## config.mk

```make
export PLATFORM = sky130hd
export DESIGN_NAME = bex_status_unit
export DESIGN_NICKNAME = d
export VERILOG_FILES = /design/src/rtl/bex_status_unit.sv
export SDC_FILE = /design/constraint.sdc
export NUM_CORES = 1
export LEC_CHECK = 0
export CAP_MARGIN = 20
export CORE_ASPECT_RATIO = 1.25
export CORE_UTILIZATION = 36
export DETAILED_ROUTE_END_ITERATION = 7
export PLACE_DENSITY = 0.85
export SETUP_SLACK_MARGIN = 0.3
export SLEW_MARGIN = 0
export SYNTH_ARGS = -nofsm -noshare
export SYNTH_HDL_FRONTEND = slang
export SYNTH_SLANG_ARGS = --single-unit
```

## constraint.sdc

```tcl
create_clock -name clock -period 1.5 [get_ports clock]
set_input_delay 0.15 -clock clock [delete_from_list [all_inputs] [get_ports clock]]
set_output_delay 0.15 -clock clock [all_outputs]
set_load 0.03 [all_outputs]
```

## src/rtl/bex_status_unit.sv

```systemverilog
`default_nettype none
// ============================================================================
// Module   : bex_status_unit
// Brief    : Shadow copy of $r30 (rstatus) with overflow-code tracking, plus
//            the decode-stage bex resolver that stalls, redirects and flushes.
// Revision : 1.0 - initial release
// ============================================================================
module bex_status_unit (
    input  logic        clock,
    input  logic        reset,
    input  logic        wb_we,
    input  logic [4:0]  wb_reg,
    input  logic [31:0] wb_data,
    input  logic        pend_x,
    input  logic        pend_m,
    input  logic        bex_valid,
    input  logic [26:0] bex_target,
    output logic        stall,
    output logic        redirect,
    output logic [11:0] redirect_pc,
    output logic        flush,
    output logic [31:0] status,
    output logic [1:0]  exc_code,
    output logic [7:0]  exc_count
);

    localparam logic [1:0] S_IDLE     = 2'd0;
    localparam logic [1:0] S_WAIT     = 2'd1;
    localparam logic [1:0] S_REDIRECT = 2'd2;
    localparam logic [1:0] S_FLUSH    = 2'd3;

    localparam logic [4:0] C_STATUS_REG = 5'd30;
    localparam logic [7:0] C_COUNT_MAX  = 8'hFF;

    logic [1:0]  r_state;
    logic [1:0]  w_state_next;
    logic [31:0] r_status;
    logic [1:0]  r_exc_code;
    logic [7:0]  r_exc_count;
    logic [11:0] r_target;

    logic        w_r30_wr;
    logic        w_is_exc;
    logic        w_pending;
    logic        w_eff_nz;
    logic        w_stall;
    logic        w_redirect;
    logic        w_flush;

    // Only the low 12 target bits address the instruction memory.
    logic        w_unused_target;
    assign w_unused_target = ^bex_target[26:12];

    assign w_r30_wr  = wb_we && (wb_reg == C_STATUS_REG);
    // Overflow codes are exactly 1 (add), 2 (addi) and 3 (sub).
    assign w_is_exc  = (wb_data[31:2] == 30'd0) && (wb_data[1:0] != 2'd0);
    assign w_pending = pend_x | pend_m;
    // Bypass: a $r30 write in flight this cycle is what the bex must see.
    assign w_eff_nz  = w_r30_wr ? (wb_data != 32'd0) : (r_status != 32'd0);

    // Shadow $r30 and overflow bookkeeping; runs regardless of FSM state.
    always_ff @(posedge clock or negedge reset) begin
        if (!reset) begin
            r_status    <= 32'd0;
            r_exc_code  <= 2'd0;
            r_exc_count <= 8'd0;
        end else if (w_r30_wr) begin
            r_status <= wb_data;
            if (w_is_exc) begin
                r_exc_code <= wb_data[1:0];
                if (r_exc_count != C_COUNT_MAX) begin
                    r_exc_count <= r_exc_count + 8'd1;
                end
            end
        end
    end

    // State register.
    always_ff @(posedge clock or negedge reset) begin
        if (!reset) begin
            r_state <= S_IDLE;
        end else begin
            r_state <= w_state_next;
        end
    end

    // Capture the branch target on the cycle the bex is resolved as taken.
    always_ff @(posedge clock or negedge reset) begin
        if (!reset) begin
            r_target <= 12'd0;
        end else if (w_state_next == S_REDIRECT) begin
            r_target <= bex_target[11:0];
        end
    end

    // Next-state logic; bex_valid is ignored once squashing has begun.
    always_comb begin
        w_state_next = r_state;
        case (r_state)
            S_IDLE: begin
                if (bex_valid) begin
                    if (w_pending) begin
                        w_state_next = S_WAIT;
                    end else if (w_eff_nz) begin
                        w_state_next = S_REDIRECT;
                    end
                end
            end
            S_WAIT: begin
                if (!w_pending) begin
                    w_state_next = w_eff_nz ? S_REDIRECT : S_IDLE;
                end
            end
            S_REDIRECT: w_state_next = S_FLUSH;
            S_FLUSH:    w_state_next = S_IDLE;
            default:    w_state_next = S_IDLE;
        endcase
    end

    // Output decode; stall covers both the pending wait and the resolve cycle.
    always_comb begin
        w_stall    = 1'b0;
        w_redirect = 1'b0;
        w_flush    = 1'b0;
        case (r_state)
            S_IDLE:     w_stall = bex_valid & (w_pending | w_eff_nz);
            S_WAIT:     w_stall = w_pending | w_eff_nz;
            S_REDIRECT: begin
                w_redirect = 1'b1;
                w_flush    = 1'b1;
            end
            S_FLUSH:    w_flush = 1'b1;
            default:    w_stall = 1'b0;
        endcase
    end

    // stall depends on live inputs, so it is masked by reset directly.
    assign stall       = w_stall & reset;
    assign redirect    = w_redirect;
    assign flush       = w_flush;
    assign redirect_pc = r_target;
    assign status      = r_status;
    assign exc_code    = r_exc_code;
    assign exc_count   = r_exc_count;

endmodule
`default_nettype wire

```

* Word level (Yosys, flattened, before mapping)
Cells that the tools add are included.
** Storage, ports and cells
- Flip-flop bits (word level) :: 56
- Input bits :: 70
- Output and inout bits :: 57
- Word-level logic and storage cells :: 36
** Cells by class
- Equality and inequality tests :: 6
- Add/sub/neg operators :: 1
- Bitwise logic cells :: 4
- Reductions and logical operators :: 10
- Mux-type cells :: 10
** Operators with widths (count)
- nonzero test 32 bit :: 2
- logical NOT 30 bit :: 1
- two-way mux 2 bit :: 5
- adder 8 x 1 -> 8 bit, second input constant :: 1
- != test 8 bit, second input constant :: 1
- case mux 2 bit (4 select lines) :: 1
- equality test 2 bit, second input constant :: 3
- equality test 5 bit, second input constant :: 1
- two-way mux 1 bit :: 3
- AND reduction 3 bit :: 1
- AND 1 bit :: 2
- equality test 2 x 1 -> 1 bit, second input constant :: 1
- logical AND 1 bit :: 2
- logical NOT 2 bit :: 1
- bitwise OR 1 bit :: 2
- case mux 1 bit (2 select lines) :: 1
- AND reduction 2 bit :: 1
- nonzero test 2 bit :: 1
- OR reduction 2 bit :: 1

* Logic depth before layout (Yosys ltp)
Gate-level depths: netlist of run 1.
- Depth in word-level cells :: 8
- Depth in mapped cells :: 7

* Least setup slack after synthesis of run 1
Ideal clock, no wire load.
- Path kind :: reg-to-reg
- Start :: register r_status[27] (netlist: status[27])
- End :: register r_target[10] (netlist: redirect_pc[10])
- Clock period less this slack :: 1.743 ns
- Setup time :: 0.125 ns
- Arrival :: 1.618 ns
- Cell stages (with the launch flop) :: 7
- Buffers on the path :: 1
- Slack :: -0.243 ns
- Path through :: dfrtp_1 -> nor4_1 -> nand4_1 -> nor2_1 -> a211oi_2 -> buf_6 -> mux2_4
** Between the ends
- Word-level cells in the longest chain between the ends :: 7
** Ends and longest elaborated chain
- start, declared :: line 37 : logic [31:0] r_status;
- start signal, assigned :: line 68 : r_status <= wb_data;
- nonzero test 32 bit * :: line 59 : assign w_eff_nz = w_r30_wr ? (wb_data != 32'd0) : (r_status != 32'd0);
- two-way mux 1 bit * :: line 59
- two-way mux 2 bit :: line 104 : end else if (w_eff_nz) begin
- two-way mux 2 bit :: line 102 : if (w_pending) begin
- two-way mux 2 bit :: line 101 : if (bex_valid) begin
- case mux 2 bit (4 select lines) * :: line 99 : case (r_state)
- equality test 2 bit * :: line 91 : end else if (w_state_next == S_REDIRECT) begin
- end signal, assigned :: line 92 : r_target <= bex_target[11:0];
- end, declared :: line 40 : logic [11:0] r_target;
Every way passes the cells marked *; elsewhere a longest branch is shown, timed or not.
A chain may end at the register's enable or synchronous reset.

* Worst setup path in the final report of run 1
- Start :: register r_status[0] (netlist: status[0])
- End :: output stall
** Between the ends
- Word-level cells in the longest chain between the ends :: 6
** Ends and longest elaborated chain
- nonzero test 32 bit * :: line 59
- two-way mux 1 bit * :: line 59
- bitwise OR 1 bit * :: line 126, 127
- AND 1 bit :: line 126 : S_IDLE: w_stall = bex_valid & (w_pending | w_eff_nz);
- case mux 1 bit (2 select lines) * :: line 125 : case (r_state)
- AND 1 bit * :: line 138 : assign stall = w_stall & reset;
- end, declared :: line 18 : output logic stall,
Marked as above.

==> impl_metrics.tcl, run 1 <==
set metrics [dict create \
    synth_top_area_cell "dfrtp_1" \
    dp_hpwl_um 5290 \
    clock_skew_ns 0.00692 \
    min_period_ns 2.04 \
    first_pass_iters 4 \
    worst_pin_slew_ns 0.409 \
    cts-buffers-inserted 5 \
    final_common_cell "nand2_1" \
    final_cell_mix "98 x nand2_1, 61 x buf_4, 33 x buf_6" \
    status "complete, but fails checks" \
    layout_setup_ws_ns -0.544 \
    drv_cap 0 \
    clock_sinks 56 \
    crit_fanout 2 \
    syn_inst 237 \
    setup_violations 24 \
    grt_start_max_net_pins 34 \
    finalHoldViolations 0 \
    critPathLaunchType "flop" \
    synth_top_area_share 0.577 \
    synthesis.area_um2 2430 \
    async_flop_share 1.00 \
    ir_drop_mv 0.648 \
    synth_edf_count 0 \
    vias 2394 \
    n_antenna_cell 0 \
    io_pins 127 \
    fin_tns_setup_ns -7.94 \
    drive_above_1_share 0.529 \
    p_total_mw 5.46 \
    grt_util_all_layers 0.212 \
    synthFlopType "dfrtp_1" \
    clk_pin_slew_worst_paths_ns 0.10 \
    clk_latency_ns 0.30 \
    gr-total-overflow 0 \
    wl_um 7270 \
    synth_fp_nets 308 \
    nets 486 \
    cp-end-kind "output pin" \
    antenna_found_initial 0 \
    rows 33 \
    holdPathStages 3 \
    rsz0062_at_grt "yes" \
    grt_pass1_vias 2503 \
    clock_path_buffers 2 \
    yosysWarnings 0 \
    numPortBuffers 111 \
    syn2layout_area_growth_pct 79.0 \
    hp-class "in2reg" \
    viasPerCell 4.76 \
    root_buffer "clkbuf_8" \
    grt_first_pass_wirelength_um 11400 \
    fin_crit_sh 1.36 \
    cp.arrival_ns 1.89 \
    final_antenna_net_count 0 \
    critPathRequiredTime_ns 1.35 \
    drtIter0Drc 47 \
    r2r_cells 9 \
    die-area_um2 7080 \
    start_util 0.372 \
    relSlewSlack 0.727 \
    powerDensity_nw_per_um2 1260 \
    cts.htree.levels 2 \
    die_w_um 75.5 \
    core_area_um2 6520 \
    yosysSeqAreaShare 0.577 \
    regToRegSetupSlack_ns -0.50 \
    leakagePower_nw 2.18 \
    gp_congestion 0.807 \
    cts_tree "built" \
    failed_checks "setup timing" \
    drv_slew 0 \
    drc 0 \
    ys_ff_latch 56 \
    max_freq_ghz 0.489 \
    avgSynthCellArea_um2 10.3 \
    fp.dieH_um 93.9 \
    synth_cell_types 28 \
    synth_top_cells_by_area "dfrtp_1 58%, nand2_1 15%, mux2_4 6.2%" \
    critical_path_class "reg2out" \
    avgRoutedWirePerCell_um 14.5 \
]
[cell type report]
type	count	area, um2
well taps	87	109
fillers	576	2170
clock inverters	3	18.8
inverters	1	3.75
multi-input cells	171	1190
flip-flops and latches	56	1430
repair buffers	180	1530
clock buffers	5	68.8
[through the flow]
stage	cells	setup slack (ns)	hold slack, ns	utilization	cell area (um2)
4_1_cts	501	-0.597	0.0314	0.654	4270
3_3_place_gp	481	-0.788	0.196	0.633	4130
3_5_place_dp	481	-0.820	0.207	0.633	4130
5_1_grt	503	-0.646	0.0267	0.667	4350
6_report	503	-0.544	0.0409	0.667	4350
2_1_floorplan	237	-0.204	-0.146	-	2530
[registers in the layout (all words and copies together), names as in the netlist]
| signal | cells |
|---|---|
| exc_code | 2 |
| exc_count | 8 |
| r_state | 2 |
| redirect_pc | 12 |
| status | 32 |
[per-layer routing]
layer	GRT usage	share of wire	vias up
met3	0.0279	0.050	4
met5	0	0	-
met2	0.398	0.55	90
met4	0.0509	0.0049	0
met1	0.247	0.39	1152
li1	-	-	1148
[cells in the mapped netlist (all sizes together), types with 2 or more instances]
master	n
and2	3
buf	2
clkbuf	7
dfrtp	56
mux2	16
nand2	100
nand2b	2
nand4	9
nor2	5
nor2b	2
nor4	16
or2	2
xnor2	6
[timing repair]
action	CTS	global route
hold buffers	1	0
gates cloned	1	0
pin swaps	27	16
hold endpoints to repair	56	0
setup buffers	10	2
endpoints found under the setup margin	112	66
resized for setup	351	96
[final timing paths]
path	from	to
setup / recovery	status[0]	stall
hold / removal	wb_data[7]	status[7]
setup reg to reg	status[0]	redirect_pc[6]
hold reg to reg	exc_count[4]	exc_count[4]
max in group asynchronous	reset	status[2]
min in group asynchronous	reset	exc_count[0]
[kinds of logic (layout without fill, tap and decap cells)]
| logic type | Yosys count | after routing | share of synthesized area |
|---|---|---|---|
| fa+ha+maj | 1 | 1 | 0.00515 |
| mux | 16 | 16 | 0.0896 |
| flops | 56 | 56 | 0.577 |
| buf+inv | 10 | 189 | 0.0191 |
| compound gates | 4 | 4 | 0.0134 |
| xor+xnor | 6 | 6 | 0.0216 |
| simple gates | 144 | 144 | 0.274 |
[worst max-delay path, cell delays in order (launching register included)]
cell and delay [ns]:
dfrtp_2 0.43, nor4_2 0.29, nand4_1 0.16, nor2_2 0.18, a21oi_2 0.08, o311a_4 0.31, buf_6 0.14
[where the power goes]
part           leakage (nW)  internal [mW]  switching [mW]  total [mW]
logic                  1.45           1.23            1.33        2.55
registers             0.686           1.88           0.231        2.11
clock network        0.0479          0.327           0.473       0.799
(Power assumes the default switching activity.)
==> inputs of run 2 (changes only) <==
--- a/config.mk
+++ b/config.mk
@@ -15,3 +15,4 @@
 export SYNTH_ARGS = -nofsm -noshare
 export SYNTH_HDL_FRONTEND = slang
 export SYNTH_SLANG_ARGS = --single-unit
+export TNS_END_PERCENT = 50
==> impl_metrics.tcl, run 2 (synthesis results as in run 1) <==
set metrics [dict create \
    status "complete, but fails checks" \
    failed_checks "setup timing" \
    setup_violations 23 \
    cp.arrival_ns 1.87 \
    drv_slew 0 \
    placed_cells 479 \
    gr-total-overflow 0 \
    timing.critical_path.cells "nor4_2 -> nand4_1 -> nor2_2 -> a21oi_2 -> o311a_4 -> buf_12" \
    hp-class "in2async" \
    r2r_start "status[10]" \
    fill_cells 567 \
    grt_start_max_net_pins 57 \
    clock_skew_ns 0.00826 \
    rows 33 \
    numPortBuffers 111 \
    timing.rr.end "redirect_pc[6]" \
    intPower_mw 3.47 \
    final_antenna_net_count 0 \
    finalHoldWorstSlack_ns 0.0387 \
    start_util 0.372 \
    clock_path_buffers 2 \
    switching_share 0.371 \
    largest_register_ffs 32 \
    cp-end-kind "output pin" \
    crit_fanout 2 \
    critPathRequiredTime_ns 1.35 \
    first_pass_iters 6 \
    cts_tree "built" \
    pwr-share-comb 0.464 \
    layout_setup_ws_ns -0.523 \
    critPathSlowestCell "dfrtp_2" \
    gp_congestion 0.751 \
    fp.dieH_um 93.9 \
    final_cell_mix "98 x nand2_1, 62 x buf_4, 31 x dfrtp_1, 31 x buf_2" \
    final_common_cell "nand2_1" \
    root_buffer "clkbuf_8" \
    cts.htree.levels 2 \
    nets 481 \
    ir_drop_mv 0.648 \
    grt_util_all_layers 0.212 \
    r2r_cells 7 \
    cts-buffers-inserted 5 \
    finalNonFillerCells 498 \
    viasPerCell 4.81 \
    drive_above_1_share 0.535 \
    leakagePower_nw 2.15 \
    worst_pin_slew_ns 0.693 \
    finalHoldViolations 0 \
    critPathLaunchType "flop" \
    wl_um 7180 \
    cp_slowest_stage_delay_ns 0.42 \
    drtIter0Drc 114 \
    critical_path_class "reg2out" \
    seqPwrFrac 0.387 \
    grt_first_pass_wirelength_um 11400 \
    min_period_ns 2.02 \
    dp_hpwl_um 5240 \
    fin_tns_setup_ns -5.00 \
    grt_pass1_vias 2505 \
    p_sw_mw 2.05 \
    max_freq_ghz 0.494 \
    syn2layout_area_growth_pct 77.2 \
    die-area_um2 7080 \
    powerDensity_nw_per_um2 1280 \
    p_total_mw 5.52 \
    vias 2394 \
    avgRoutedWirePerCell_um 14.4 \
    regToRegSetupSlack_ns -0.32 \
    rsz0062_at_grt "yes" \
    core_area_um2 6520 \
    drc 0 \
    die_w_um 75.5 \
    fin_crit_sh 1.35 \
    clk_pin_slew_worst_paths_ns 0.09 \
    clk_latency_ns 0.30 \
    n_antenna_cell 0 \
    antenna_found_initial 0 \
    relSlewSlack 0.538 \
    clkPwrFrac 0.149 \
    drv_cap 0 \
    clock_sinks 56 \
    io_pins 127 \
]
[run 2: cell types whose count changed in the layout (fill, tap and decap cells not counted), moves of 2 or more]
| cell | delta |
|---|---|
| buf_2 | +6 |
| buf_6 | -8 |
| clkbuf_2 | -2 |
| clkdlybuf4s15_1 | -3 |
| clkdlybuf4s15_2 | -2 |
| dlygate4sd2_1 | +4 |
| dlymetal6s2s_1 | -2 |
| nor4_1 | -3 |
| nor4_4 | +2 |
[run 2: what timing repair did]
| action | CTS | global route |
|---|---|---|
| setup buffers | 8 | 2 |
| hold buffers | 0 | 0 |
| cloned | 1 | 0 |
| gates resized for setup | 363 | 79 |
| endpoints found under the setup margin | 112 | 55 |
| pin swaps | 32 | 11 |
| endpoints found under the hold margin | 0 | 0 |
[run 2: cell type report]
type                       instances  area (um2)  area share
clock buffer                       6        82.6      0.0192
timing repair buffer             175        1450       0.336
clock inverter                     2        10.0     0.00232
inverter                           1        3.75    0.000872
multi-input combinational        171        1220       0.283
sequential                        56        1430       0.333
tap                               87         109      0.0253
[run 2: worst max-delay path, delay by kind of cell, from the launching register on]
kind                   cells  cell delay [ns]
flip-flops                 1             0.42
buffers and inverters      1             0.14
AND/OR/NAND/NOR            3             0.61
AO/OA/AOI/OAI              2             0.40
[run 2: worst max path at each step]
stage	slack [ns]	cells past startpoint	to	start
5_1_grt	-0.63	6	stall	status[17]
4_1_cts	-0.54	6	stall	status[17]
3_3_place_gp	-0.82	7	exc_count[7]	wb_data[2]
2_1_floorplan	-0.20	6	redirect_pc[10]	status[10]
3_5_place_dp	-0.85	7	exc_count[7]	wb_data[2]
6_report	-0.52	6	stall	status[10]
[run 2: metrics by stage]
stage,utilization,setup slack (ns),instance area [um2]
2_1_floorplan,-,-0.204,2520
3_3_place_gp,0.631,-0.822,4120
3_5_place_dp,0.631,-0.850,4120
4_1_cts,0.653,-0.544,4260
5_1_grt,0.660,-0.629,4310
6_report,0.660,-0.523,4310
[run 2: power groups by stage]
stage,Sequential (mW),Combinational (mW),Clock [mW]
2_1_floorplan,2.77,0.584,0
3_3_place_gp,2.08,2.59,0
3_5_place_dp,2.10,2.64,0
4_1_cts,2.13,2.52,0.849
5_1_grt,2.18,2.71,0.903
6_report,2.14,2.56,0.823
[run 2: per-layer routing]
layer	global-route usage	wire length, um
met1	0.246	2860
met2	0.385	3840
met3	0.0343	358
met4	0.0679	134
met5	0	0
==> inputs of run 3 (changes only) <==
--- a/config.mk
+++ b/config.mk
@@ -5,6 +5,7 @@
 export SDC_FILE = /design/constraint.sdc
 export NUM_CORES = 1
 export LEC_CHECK = 0
+export ABC_CLOCK_PERIOD_IN_PS = 1500
 export CAP_MARGIN = 20
 export CORE_ASPECT_RATIO = 1.25
 export CORE_UTILIZATION = 36
==> results of run 3 <==
No change in the layout: final DEF, timing and power equal those of run 2.
